## src/rtl/pic_pkg.sv

```systemverilog
// Shared types and helpers for the 8259 acknowledge sequencer: FSM states,
// spurious level, OCW2 bit positions and level/one-hot conversion.
package pic_pkg;

    typedef enum logic [1:0] {
        IDLE = 2'd0,
        REQ  = 2'd1,
        ACK1 = 2'd2,
        ACK2 = 2'd3
    } pic_state_e;

    localparam logic [2:0] SPURIOUS_LEVEL = 3'd7;

    localparam int OCW2_R_POS   = 7;
    localparam int OCW2_SL_POS  = 6;
    localparam int OCW2_EOI_POS = 5;
    localparam int OCW2_L_MSB   = 2;
    localparam int OCW2_L_LSB   = 0;

    function automatic logic [2:0] onehot_to_level(input logic [7:0] onehot);
        logic [2:0] lvl;
        lvl = 3'd0;
        for (int i = 0; i < 8; i++) begin
            if (onehot[i]) begin
                lvl = 3'(i);
            end
        end
        return lvl;
    endfunction

    function automatic logic [7:0] level_to_onehot(input logic [2:0] lvl);
        return 8'd1 << lvl;
    endfunction

endpackage

```

## src/rtl/interrupt_ack_sequencer_isr_priority_finder.sv

```systemverilog
// Finds the highest-priority set ISR bit, scanning upward from priority_rotate
// with 3-bit wrap; used to pick the level cleared by a non-specific EOI.
module isr_priority_finder (
    input  logic [7:0] isr,
    input  logic [2:0] priority_rotate,
    output logic       found,
    output logic [2:0] level
);

    logic [2:0] idx_s;

    // Walk from lowest to highest priority so the highest-priority hit is written last.
    always_comb begin
        found = |isr;
        level = priority_rotate;
        idx_s = priority_rotate;
        for (int i = 7; i >= 0; i--) begin
            idx_s = priority_rotate + 3'(i);
            if (isr[idx_s]) begin
                level = idx_s;
            end else begin
                level = level;
            end
        end
    end

endmodule

```

## src/rtl/interrupt_ack_sequencer.sv

```systemverilog
// 8259 acknowledge side: raises INT, runs the two-pulse INTA sequence, owns the
// ISR and rotation state and applies OCW2 EOI commands.
module interrupt_ack_sequencer #(
    parameter logic [2:0] SPURIOUS_LEVEL = pic_pkg::SPURIOUS_LEVEL,
    parameter int         VEC_W          = 8
) (
    input  logic             clk,
    input  logic             reset,
    input  logic [7:0]       interrupt_vector,
    input  logic             inta_n,
    input  logic [4:0]       vector_base,
    input  logic             auto_eoi,
    input  logic             eoi_valid,
    input  logic             eoi_r,
    input  logic             eoi_sl,
    input  logic [2:0]       eoi_level,
    output logic             int_req,
    output logic [7:0]       isr,
    output logic [2:0]       priority_rotate,
    output logic [7:0]       clear_irr,
    output logic [VEC_W-1:0] data_out,
    output logic             data_oe
);
    import pic_pkg::*;

    pic_state_e       state_r, state_nx;
    logic             inta_prev_r;
    logic [2:0]       level_r, level_nx;
    logic             spurious_r, spurious_nx;
    logic             int_req_r, int_req_nx;
    logic [7:0]       isr_r, isr_nx;
    logic [2:0]       rotate_r, rotate_nx;
    logic [7:0]       clear_irr_r, clear_irr_nx;
    logic [VEC_W-1:0] data_out_r, data_out_nx;
    logic             data_oe_r, data_oe_nx;

    logic             inta_fall_s, inta_rise_s;
    logic [7:0]       set_mask_s, aeoi_clr_s, eoi_clr_s;
    logic             found_s;
    logic [2:0]       found_level_s;

    assign inta_fall_s = inta_prev_r & ~inta_n;
    assign inta_rise_s = ~inta_prev_r & inta_n;

    isr_priority_finder u_finder (
        .isr             (isr_r),
        .priority_rotate (rotate_r),
        .found           (found_s),
        .level           (found_level_s)
    );

    // State and every registered output.
    always_ff @(posedge clk) begin
        if (reset) begin
            state_r     <= IDLE;
            inta_prev_r <= 1'b1;
            level_r     <= 3'd0;
            spurious_r  <= 1'b0;
            int_req_r   <= 1'b0;
            isr_r       <= 8'd0;
            rotate_r    <= 3'd0;
            clear_irr_r <= 8'd0;
            data_out_r  <= '0;
            data_oe_r   <= 1'b0;
        end else begin
            state_r     <= state_nx;
            inta_prev_r <= inta_n;
            level_r     <= level_nx;
            spurious_r  <= spurious_nx;
            int_req_r   <= int_req_nx;
            isr_r       <= isr_nx;
            rotate_r    <= rotate_nx;
            clear_irr_r <= clear_irr_nx;
            data_out_r  <= data_out_nx;
            data_oe_r   <= data_oe_nx;
        end
    end

    // Sequence transitions driven by request and INTA edges.
    always_comb begin
        state_nx = state_r;
        case (state_r)
            IDLE:    if (interrupt_vector != 8'd0) state_nx = REQ;  else state_nx = IDLE;
            REQ:     if (inta_fall_s)              state_nx = ACK1; else state_nx = REQ;
            ACK1:    if (inta_fall_s)              state_nx = ACK2; else state_nx = ACK1;
            ACK2:    if (inta_rise_s)              state_nx = IDLE; else state_nx = ACK2;
            default: state_nx = IDLE;
        endcase
    end

    // Per-state output and ISR set/auto-EOI effects.
    always_comb begin
        int_req_nx   = int_req_r;
        level_nx     = level_r;
        spurious_nx  = spurious_r;
        clear_irr_nx = 8'd0;
        data_out_nx  = data_out_r;
        data_oe_nx   = data_oe_r;
        set_mask_s   = 8'd0;
        aeoi_clr_s   = 8'd0;
        case (state_r)
            IDLE: begin
                if (interrupt_vector != 8'd0) int_req_nx = 1'b1;
                else                          int_req_nx = int_req_r;
            end
            REQ: begin
                // A request withdrawn before the first INTA is served as the spurious level.
                if (inta_fall_s) begin
                    int_req_nx = 1'b0;
                    if (interrupt_vector != 8'd0) begin
                        level_nx     = onehot_to_level(interrupt_vector);
                        spurious_nx  = 1'b0;
                        set_mask_s   = level_to_onehot(level_nx);
                        clear_irr_nx = level_to_onehot(level_nx);
                    end else begin
                        level_nx    = SPURIOUS_LEVEL;
                        spurious_nx = 1'b1;
                    end
                end else begin
                    int_req_nx = int_req_r;
                end
            end
            ACK1: begin
                if (inta_fall_s) begin
                    data_out_nx = VEC_W'({vector_base, level_r});
                    data_oe_nx  = 1'b1;
                end else begin
                    data_oe_nx = data_oe_r;
                end
            end
            ACK2: begin
                if (inta_rise_s) begin
                    data_oe_nx = 1'b0;
                    if (auto_eoi && !spurious_r) aeoi_clr_s = level_to_onehot(level_r);
                    else                         aeoi_clr_s = 8'd0;
                end else begin
                    data_oe_nx = data_oe_r;
                end
            end
            default: begin
                int_req_nx = 1'b0;
                data_oe_nx = 1'b0;
            end
        endcase
    end

    // OCW2 EOI decode; a set in the same cycle overrides a clear of that bit.
    always_comb begin
        eoi_clr_s = 8'd0;
        rotate_nx = rotate_r;
        if (eoi_valid) begin
            if (eoi_sl) begin
                eoi_clr_s = level_to_onehot(eoi_level);
                if (eoi_r) rotate_nx = eoi_level + 3'd1;
                else       rotate_nx = rotate_r;
            end else if (found_s) begin
                eoi_clr_s = level_to_onehot(found_level_s);
                if (eoi_r) rotate_nx = found_level_s + 3'd1;
                else       rotate_nx = rotate_r;
            end else begin
                eoi_clr_s = 8'd0;
            end
        end else begin
            eoi_clr_s = 8'd0;
        end
        isr_nx = (isr_r & ~(eoi_clr_s | aeoi_clr_s)) | set_mask_s;
    end

    assign int_req         = int_req_r;
    assign isr             = isr_r;
    assign priority_rotate = rotate_r;
    assign clear_irr       = clear_irr_r;
    assign data_out        = data_out_r;
    assign data_oe         = data_oe_r;

endmodule

```

## config.mk

```make
export PLATFORM = sky130hd
export DESIGN_NAME = interrupt_ack_sequencer
export DESIGN_NICKNAME = d
export VERILOG_FILES = /design/src/rtl/pic_pkg.sv /design/src/rtl/interrupt_ack_sequencer_isr_priority_finder.sv /design/src/rtl/interrupt_ack_sequencer.sv
export SDC_FILE = /design/constraint.sdc
export NUM_CORES = 1
export LEC_CHECK = 0
export ABC_AREA = 1
export CORE_ASPECT_RATIO = 1.4
export CORE_MARGIN = 5
export CORE_UTILIZATION = 55
export DETAILED_ROUTE_END_ITERATION = 8
export DONT_BUFFER_PORTS = 1
export PLACE_DENSITY = 0.7
export SETUP_SLACK_MARGIN = 0.02
export SLEW_MARGIN = 30
export SYNTH_ARGS = -nofsm -noshare
export SYNTH_HDL_FRONTEND = slang
export SYNTH_HIERARCHICAL = 1
export SYNTH_SLANG_ARGS = --single-unit
```

## constraint.sdc

```tcl
create_clock -name clk -period 5.7 [get_ports clk]
set_clock_uncertainty 0.15 [all_clocks]
set_input_delay 0.855 -clock clk [delete_from_list [all_inputs] [get_ports clk]]
set_output_delay 0.855 -clock clk [all_outputs]
set_load 0.02 [all_outputs]
```

==> impl_results.md, run 1 <==
- Status: completed
- Max FO, Critical Path: 13
- Max-cap violations: 0
- Hold_sp: spurious_r$_SDFFE_PP0P_
- Sw frac: between 30% and 40%
- Number of inserted diodes: 0
- Clk pin slew, worst setup/hold paths: 0.08 ns
- Setup CP Type: flop to flop
- Number of flops mapped to enable cells by yosys: 0
- Hold Crit Depth: 2
- Starting Density: a little under three fifths
- # DRC: 0
- Critical path's slowest cell: dfxtp_1
- First-pass DRT Iterations: 4
- DIE AREA: between 5000 and 6000 sq um
- Count of final setup violators: 0
- Worst slew pin tran: about 0.84 ns
- Pwr Density: between 200 and 300 nW/um^2
- Drt via density: approximately 5.3
- Switching power: ~0.24 mW
- First-pass GRT wire length: slightly below 10 mm
- Hold Slack: ~0.3 ns
- Post-synthesis net count: 403
- Post-route ant nets: 0
- Achievable clock frequency: slightly below 300 MHz
- Port bufs: 0
- Routed WL per cell: ~14 um
- Final min period: approximately 3.4 ns
- Top_reg_cell synth: dfxtp_1
- Total track usage: a little over a fifth
- Int Power: between 0.4 and 0.5 mW
- Std-Cell Core Area: 4460 sq um
- Critical path's largest stage delay: 0.79 ns
- Post_cts resized: 0
- Post-synthesis register bit count: 36
- Largest net degree at the start of global routing: 20
- CTS Root Cell: clkbuf_8
- Share of cells above drive strength 1: between 10% and 20%
- Mapped Cells: 377
- Total wire length: 6.12 mm
- DIE WIDTH: about 67 um
- Worst R2R End: priority_rotate[2]$_SDFFE_PP0P_
- Flop2flop setup slack: between 2 and 2.5 ns
- Yosys top cell by area: dfxtp_1
- H-tree depth: 2
- Total negative slack: 0 ns
- Synth warn: 6
- Slew headroom: 44.0%
- Vias: 2342
- Final hold vios: 0
- Most used cell along the critical path: nand2_1
- Seq/Total Area, Yosys: just under 30%
- Mapped Avg Cell Area: between 6 and 7 sq um
- IO Pins: 52
- Filler instances: 460
- Vias in the first global route: between 2000 and 2500
- HPWL reported at the end of detailed placement: 4.97 mm
- Crit. End Element: flop
- CTS Hold Bufs: 0
- Die span in y: 89.4 um
- Post-synth ARST share: 0%
- Period utilization: between 50% and 60%
- Clk buf depth: 2
- Worst Setup Start Kind: flop
- Layout Utilization: 58.4%
- Post-CTS Setup Bufs: 0
- Sink Count: 36
- RSZ-0062 raised after global routing: false
- R2R depth: 21
- Gate power share: between 20% and 30%
- Initial antenna violation count: 0
- Reg power frac: 40.5%
- GPL Wtd Cong: approximately 0.95
- Arr. time, crit path: between 3 and 4 ns
- Hold Path Sink: spurious_r$_SDFFE_PP0P_
- Worst vdd ir: slightly below 0.2 mV
- Clk pwr share: 32.7%
- Synth-to-layout area growth: 5.26%
- Worst-path cell chain: inv_8 > ha_1 > inv_2 > nand3_1 > nand3_2 > nand2_4 > inv_2 > nand2_1 > nand2_1 > nand2_1 > nand2_1 > nand2_1 > nand2_1 > nand2_1 > nand2_1 > inv_1 > o21ai_0 > ha_1 > xor2_1 > o21ai_0 > inv_1
- Hold Crit Class: flop to flop
- TritonCTS clock tree: done
- Site Rows: 29
- Reg2reg start: priority_rotate[0]$_SDFFE_PP0P_
- Syn Std Cell Area: 2480 sq um
- CTS buffer count: 5
- Yosys top cell area share: between 20 and 30%
- Nets: ~400
- Worst skew pair latency: 0.29 ns
- LEAKAGE: between 1 and 1.5 nW
- Critical Path RT: ~5.7 ns
- Library cells used by synthesis: 33
- Total gr overflow: 0
- Fin. max-slew vios: 0
- Iteration-0 DRC Markers: 116
- Largest cells by area after synthesis: dfxtp_1 (29%), nand2_1 (16%), nand3_1 (7.3%), inv_1 (7.1%), nor2_1 (5.0%)
[worst max path at each step]
stage                                            endpoint  slack, ns  cells past startpoint                            start
after global routing      priority_rotate[2]$_SDFFE_PP0P_       2.05                     21  priority_rotate[0]$_SDFFE_PP0P_
after global placement    priority_rotate[2]$_SDFFE_PP0P_       2.46                     21  priority_rotate[0]$_SDFFE_PP0P_
final                     priority_rotate[2]$_SDFFE_PP0P_       2.35                     21  priority_rotate[0]$_SDFFE_PP0P_
after CTS                 priority_rotate[2]$_SDFFE_PP0P_       2.37                     21  priority_rotate[0]$_SDFFE_PP0P_
after floorplan           priority_rotate[2]$_SDFFE_PP0P_       2.83                     22  priority_rotate[0]$_SDFFE_PP0P_
after detailed placement  priority_rotate[2]$_SDFFE_PP0P_       2.38                     21  priority_rotate[0]$_SDFFE_PP0P_
[critical path, delay by kind of cell, from the launching register on]
kind                     cells  cell delay [ns]
XOR/XNOR                     1             0.16
AND/OR/NAND/NOR             11             0.82
buffers and inverters        5             0.39
flip-flops                   1             0.79
adder cells (fa/ha/maj)      2             0.67
AO/OA/AOI/OAI                2             0.25
[through the flow]
stage          power [mW]  instances  setup slack [ns]  instance area (sq um)
3_3_place_gp        0.467        433              2.46                   2490
3_5_place_dp        0.469        433              2.38                   2490
6_report            0.691        441              2.35                   2610
4_1_cts             0.693        441              2.37                   2610
2_1_floorplan       0.439        377              2.83                   2480
5_1_grt             0.737        441              2.05                   2610
[placed cells by master, fill, tap and decap left out, types with 3 or more instances in the layout]
cell and n:
a21oi_1 18, o21ai_0 22, nand2_2 12, nand2_4 3, nand3_2 12, inv_1 47, a21oi_2 4, ha_1 3
dfxtp_1 36, nand2_1 104, nor2_1 33, nand3b_1 5, inv_2 9, nand3_1 36, nand4_1 3, clkbuf_8 5
[cells by family (layout without fill, tap and decap cells)]
| family | count (synthesis) | count (layout) | share of synthesized area, % |
|---|---|---|---|
| adder cells (fa/ha/maj) | 3 | 3 | 1.52 |
| flip-flops | 36 | 36 | 29.1 |
| buffers and inverters | 65 | 67 | 11.9 |
| AND/OR/NAND/NOR | 217 | 217 | 43.0 |
| AO/OA/AOI/OAI | 52 | 52 | 11.8 |
| XOR/XNOR | 4 | 4 | 2.78 |
[registers in the layout, indices dropped and copies added (netlist names)]
name and cells:
clear_irr 8, data_out 8, isr 8, level_r 3, priority_rotate 3, state_r 2, data_oe 1, int_req 1
inta_prev_r 1, spurious_r 1
[final cells by class]
class	instances	area, sq um	area share [%]
well taps	62	77.6	2.98
flip-flops and latches	36	721	27.7
clock buffers	5	68.8	2.64
clock inverters	3	42.5	1.63
multi-input cells	276	1460	56.1
repair buffers	1	7.51	0.288
inverters	58	228	8.74
[Yosys cell counts (all sizes together), types with 2 or more instances]
cell    number
o211ai       2
xnor2        2
nand4        3
dfxtp       36
nor4         2
nor3         3
buf          7
o22ai        2
nor2        37
inv         58
nand3       48
o21ai       25
xor2         2
nand2      119
ha           3
nand3b       5
a21oi       22
[power by group through the flow]
stage | Sequential [mW] | Combinational (mW) | Clock, mW
2_1_floorplan | 0.281 | 0.159 | 0
3_3_place_gp | 0.285 | 0.182 | 0
3_5_place_dp | 0.286 | 0.183 | 0
4_1_cts | 0.280 | 0.184 | 0.230
5_1_grt | 0.281 | 0.210 | 0.245
6_report | 0.280 | 0.185 | 0.226
[metal layers]
metal	vias to the layer above	part of all wire (%)	global-route usage, %	wire [um]
met1	1065	36	20.2	2200
met2	55	55	43.1	3380
met4	0	4.5	14.2	278
met3	22	4.3	3.77	266
li1	1200	-	-	-
met5	-	0	0	0
No activity file was read; power rests on OpenSTA's default activity.
==> run 2, diff against run 1 <==
==> constraint.sdc (replaced) <==
create_clock -name clk -period 3.26 [get_ports clk]
set_clock_uncertainty 0.15 [all_clocks]
set_input_delay 0.489 -clock clk [delete_from_list [all_inputs] [get_ports clk]]
set_output_delay 0.489 -clock clk [all_outputs]
set_load 0.02 [all_outputs]
==> run 2 against run 1 <==
Net effect: combinational power up 82%; power up 63%; setup slack worse by 2.0 ns; highest routed layer unchanged; non-clock buffer count up 7; largest power group unchanged; hold slack worse by 0.20 ns; largest cell class unchanged; final cell count up 1.6%; die area unchanged; via count up 3.1%.
==> impl_results.md, run 2 (synthesized netlist as in run 1, its figures left out) <==
- Filler instances: 451
- Worst Setup Start Kind: flop
- RSZ-0062 raised after global routing: false
- Routed WL per cell: about 14 um
- Fin. max-slew vios: 0
- Vias: ~2400
- Largest net degree at the start of global routing: 20
- Total gr overflow: 0
- Arr. time, crit path: approximately 3 ns
- First-pass DRT Iterations: 4
- Number of inserted diodes: 0
- Commonest non-fill, non-tap cell in the layout: nand2_1
- Placed cells: 440
- Post-CTS Setup Bufs: 0
- Period utilization: 89.7%
- DIE AREA: between 5000 and 6000 sq um
- CTS Hold Bufs: 0
- Setup CP Type: flop to flop
- Starting Density: between 50% and 60%
- Worst vdd ir: roughly 0.31 mV
- Nets: about 410
- Clk buf depth: 2
- Hold Crit Class: input port to flop
- Total negative slack: 0 ns
- Slew headroom: 72.5%
- GPL Wtd Cong: around 0.9
- First-pass GRT wire length: roughly 10 mm
- Non-Filler Instances: around 450
- Achievable clock frequency: 342 MHz
- Final Instance Area: between 2000 and 3000 sq um
- Storage element area: 721 sq um
- Site Rows: 29
- LEAKAGE: 1.29 nW
- Drt via density: about 5.4
- Critical Path RT: 3.29 ns
- Std-Cell Core Area: approximately 4500 sq um
- Count of final setup violators: 0
- Final min period: ~2.9 ns
- Port bufs: 0
- Max-cap violations: 0
- Pwr Density: 428 nW/um^2
- Total track usage: between 20% and 30%
- Worst slew pin tran: a little over 0.4 ns
- Synth-to-layout area growth: 6.32%
- CTS buffer count: 5
- Crit. End Element: flop
- Area after DPL: about 2500 sq um
- Initial antenna violation count: 0
- Clk pin slew, worst setup/hold paths: 0.07 ns
- CTS Root Cell: clkbuf_8
- Final hold vios: 0
- PnR worst setup slack: ~0.34 ns
- Post_cts resized: 0
- Total wire length: 6.24 mm
- Max FO, Critical Path: 10
- Share of cells above drive strength 1: 17.6%
- Die span in y: around 89 um
- Setup WS pre-CTS: ~0.34 ns
- Commonest cells after routing, fill and taps aside: nand2_1 (104), inv_1 (47), nand3_1 (36), dfxtp_1 (36), nor2_1 (33)
- Post-route ant nets: 0
- Worst skew pair latency: around 0.29 ns
- Iteration-0 DRC Markers: ~130
- Sink Count: 36
- DIE WIDTH: approximately 67 um
- Area of the multi-input gates: 1460 sq um
- IO Pins: between 50 and 60
- TritonCTS clock tree: done
- HPWL reported at the end of detailed placement: 5.10 mm
- Status: completed
- # DRC: 0
- Vias in the first global route: ~2300
- H-tree depth: 2
## run 2: cell count changes in the layout (fill, tap and decap cells not counted), sizes merged
cell / previous run / this run
buf: 1 / 8
bufinv: 1 / 0
clkbuf: 5 / 7
clkinvlp: 1 / 0
## run 2: per-stage QoR
stage	power (mW)	util, %	hold slack (ns)
final	1.13	59.0	0.108
after global routing	1.21	59.0	0.0947
after CTS	1.13	59.0	0.104
after detailed placement	0.823	57.1	0.296
after global placement	0.821	57.1	0.293
after floorplan	0.768	-	0.276
## run 2: routing by layer
| layer | vias up | GRT usage, % | part of all wire, % | wire length (um) |
|---|---|---|---|---|
| met2 | 79 | 42.5 | 55 | 3410 |
| met5 | - | 0 | 0 | 0 |
| met3 | 27 | 5.16 | 5.3 | 333 |
| met4 | 0 | 12.9 | 4.8 | 298 |
| met1 | 1090 | 21.7 | 35 | 2200 |
| li1 | 1218 | - | - | - |
## run 2: layout make-up
cell class,instances,area share [%]
clock buffer,7,2.90
clock inverter,1,0.333
inverter,58,8.65
multi-input combinational,276,55.5
sequential,36,27.4
tap,62,2.95
timing repair buffer,8,2.28
## run 2: path summary, 6_finish.rpt
path	startpoint	endpoint	slack (ns)	cells past startpoint
worst min-delay path	reset	int_req$_SDFFE_PP0P_	0.11	1
worst max register to register	priority_rotate[0]$_SDFFE_PP0P_	priority_rotate[2]$_SDFFE_PP0P_	0.34	21
worst min register to register	spurious_r$_SDFFE_PP0P_	spurious_r$_SDFFE_PP0P_	0.31	2
worst max-delay path	priority_rotate[0]$_SDFFE_PP0P_	priority_rotate[2]$_SDFFE_PP0P_	0.34	21
## run 2: power breakdown
part           internal [mW]  total [mW]  switching [mW]
Clock                  0.153       0.310           0.157
Combinational          0.113       0.336           0.223
Sequential             0.456       0.480          0.0242
Total                  0.722        1.13           0.404
## run 2: critical path: stages (launching register included)
cell	delay [ns]
dfxtp_1	0.43
inv_8	0.09
ha_1	0.41
inv_2	0.11
nand3_1	0.13
nand3_2	0.11
nand2_4	0.11
inv_2	0.03
nand2_1	0.05
nand2_1	0.05
nand2_1	0.05
nand2_1	0.05
nand2_1	0.07
nand2_1	0.06
nand2_1	0.05
nand2_1	0.08
inv_1	0.10
o21ai_0	0.12
ha_1	0.23
xor2_1	0.16
o21ai_0	0.15
inv_1	0.06
==> run 3, diff against run 2 <==
--- a/config.mk
+++ b/config.mk
@@ -6,13 +6,15 @@
 export NUM_CORES = 1
 export LEC_CHECK = 0
 export ABC_AREA = 1
-export CORE_ASPECT_RATIO = 1.4
+export CORE_ASPECT_RATIO = 1.75
 export CORE_MARGIN = 5
 export CORE_UTILIZATION = 55
 export DETAILED_ROUTE_END_ITERATION = 8
 export DONT_BUFFER_PORTS = 1
+export MAX_ROUTING_LAYER = met4
 export PLACE_DENSITY = 0.7
 export SETUP_SLACK_MARGIN = 0.02
+export SKIP_CTS_REPAIR_TIMING = 1
 export SLEW_MARGIN = 30
 export SYNTH_ARGS = -nofsm -noshare
 export SYNTH_HDL_FRONTEND = slang
==> run 3 against run 2 <==
Net effect: setup slack lost 0.070 ns; critical path depth shrank 4; fmax shrank 2.3%; non-clock buffer count shrank 4; sequential share of layout area is the same; highest routed layer unchanged; via count shrank 0.29%; core utilization grew 0.79 points; global-route usage grew 2.7 points; combinational power grew 4%; wire length grew 9.8%; clock power grew 39%.
==> impl_results.md, run 3 (synthesized netlist as in run 1, its figures left out) <==
- Number of inserted diodes: 0
- Fin. max-slew vios: 0
- Initial antenna violation count: 0
- GRT Max-Usage Layer: met2
- Nets: a little over 400
- Final hold vios: 0
- Pwr Density: about 480 nW/um^2
- Starting Density: between 50% and 60%
- Port bufs: 0
- TritonCTS clock tree: done
- Site Rows: 32
- Largest net degree at the start of global routing: 20
- Iteration-0 DRC Markers: ~130
- Total wire length: around 6.9 mm
- Synth-to-layout area growth: 6.32%
- CTS buffer count: 5
- Share of cells above drive strength 1: 17.5%
- Vias in the first global route: 2436
- Total track usage: about a quarter
- Sink Count: 36
- LEAKAGE: 1.29 nW
- Worst Setup Start Kind: flop
- Routed WL per cell: 15.8 um
- Commonest non-fill, non-tap cell in the layout: nand2_1
- Critical path's slowest cell: ha_2
- # DRC: 0
- Met3 usage: between 4 and 5%
- Largest delay share family, worst path: simple AND/OR/NAND/NOR gates
- Final Instance Area: approximately 2600 sq um
- Die span in y: 98.8 um
- H-tree depth: 2
- First-pass DRT Iterations: 4
- DIE WIDTH: ~61 um
- Setup CP Type: flop to flop
- Worst slew pin tran: 0.444 ns
- Slew headroom: 70.4%
- DIE AREA: between 5000 and 6000 sq um
- Clk buf depth: 2
- RSZ-0062 raised after global routing: false
- Met1 Usage GRT: about 22%
- Critical path's largest stage delay: just under 0.4 ns
- Clk pin slew, worst setup/hold paths: approximately 0.080 ns
- GPL Wtd Cong: roughly 0.96
- Max-cap violations: 0
- Total negative slack: 0 ns
- CTS Root Cell: clkbuf_8
- Area after DPL: about 2500 sq um
- Arr. time, crit path: just over 3 ns
- Crit. End Element: flop
- Worst-path cell chain: inv_1 > ha_2 > inv_2 > nand3_1 > nand3_1 > nand2_1 > a21oi_1 > nand2_1 > nand2_1 > nand2_1 > a21oi_2 > inv_1 > o21ai_0 > ha_1 > xor2_1 > o21ai_0 > inv_1
- Count of final setup violators: 0
- Commonest cells after routing, fill and taps aside: nand2_1 (104), inv_1 (47), nand3_1 (36), dfxtp_1 (36), nor2_1 (33)
- Achievable clock frequency: about 330 MHz
- Max FO, Critical Path: 7
- First-pass GRT wire length: between 10 and 15 mm
- Worst vdd ir: ~0.47 mV
- HPWL reported at the end of detailed placement: ~5.6 mm
- Hold Crit Class: input port to flop
- Worst skew pair latency: 0.29 ns
- Vias: about 2400
- CP bufs+invs: 4
- Std-Cell Core Area: roughly 4400 sq um
- Critical Path RT: approximately 3.3 ns
- Total gr overflow: 0
- GR Util met2: around half
- Final min period: approximately 3 ns
- Status: completed
- Post-route ant nets: 0
- Most used cell along the critical path: nand2_1
- IO Pins: between 50 and 60
- Drt via density: around 5.6
- Period utilization: 91.8%
[run 3: cell types whose count changed in the layout (fill, tap and decap cells not counted), sizes merged]
cell | previous run | this run
buf | 8 | 4
bufinv | 0 | 1
clkinv | 1 | 0
[run 3: worst register-to-register path: cells and delay by family (launching register included)]
kind,cells,cell delay [ns]
AND/OR/NAND/NOR,6,0.66
XOR/XNOR,1,0.06
adder cells (fa/ha/maj),2,0.58
AO/OA/AOI/OAI,4,0.65
flip-flops,1,0.31
buffers and inverters,4,0.48
[run 3: layout make-up]
| class | count | area, sq um |
|---|---|---|
| Fill cell | 455 | 1770 |
| Multi-Input combinational cell | 276 | 1460 |
| Sequential cell | 36 | 721 |
| Inverter | 58 | 228 |
| Clock buffer | 7 | 96.3 |
| Tap cell | 51 | 63.8 |
| Clock inverter | 1 | 30.0 |
| Timing Repair Buffer | 4 | 30.0 |
[run 3: per-stage QoR]
step / utilization [%] / hold slack (ns) / setup slack (ns) / std cells / total power [mW]
floorplan: - / 0.276 / 0.386 / 377 / 0.768
CTS: 59.7 / 0.109 / 0.262 / 433 / 1.26
global placement: 56.8 / 0.288 / 0.388 / 425 / 0.833
global route: 59.8 / 0.103 / 0.0775 / 433 / 1.33
detailed placement: 56.8 / 0.296 / 0.268 / 425 / 0.837
finish: 59.8 / 0.111 / 0.267 / 433 / 1.26
[run 3: final timing paths]
path                              startpoint                               to  slack, ns  cells past startpoint
max          priority_rotate[1]$_SDFFE_PP0P_  priority_rotate[2]$_SDFFE_PP0P_       0.27                     17
min                                    reset             data_oe$_SDFFE_PP0P_       0.11                      1
max reg2reg  priority_rotate[1]$_SDFFE_PP0P_  priority_rotate[2]$_SDFFE_PP0P_       0.27                     17
min reg2reg          spurious_r$_SDFFE_PP0P_          spurious_r$_SDFFE_PP0P_       0.31                      2
[run 3: metal layers]
metal | up-vias | share of wire [%]
met5 | - | 0
met4 | 0 | 3.5
met3 | 15 | 3.5
met2 | 38 | 60
met1 | 1139 | 33
li1 | 1215 | -
[run 3: where the power goes]
group	leakage [nW]	switching [mW]	internal, mW	total, mW
Clock	0.0645	0.161	0.270	0.431
Combinational	0.934	0.235	0.114	0.349
Sequential	0.293	0.0266	0.456	0.483
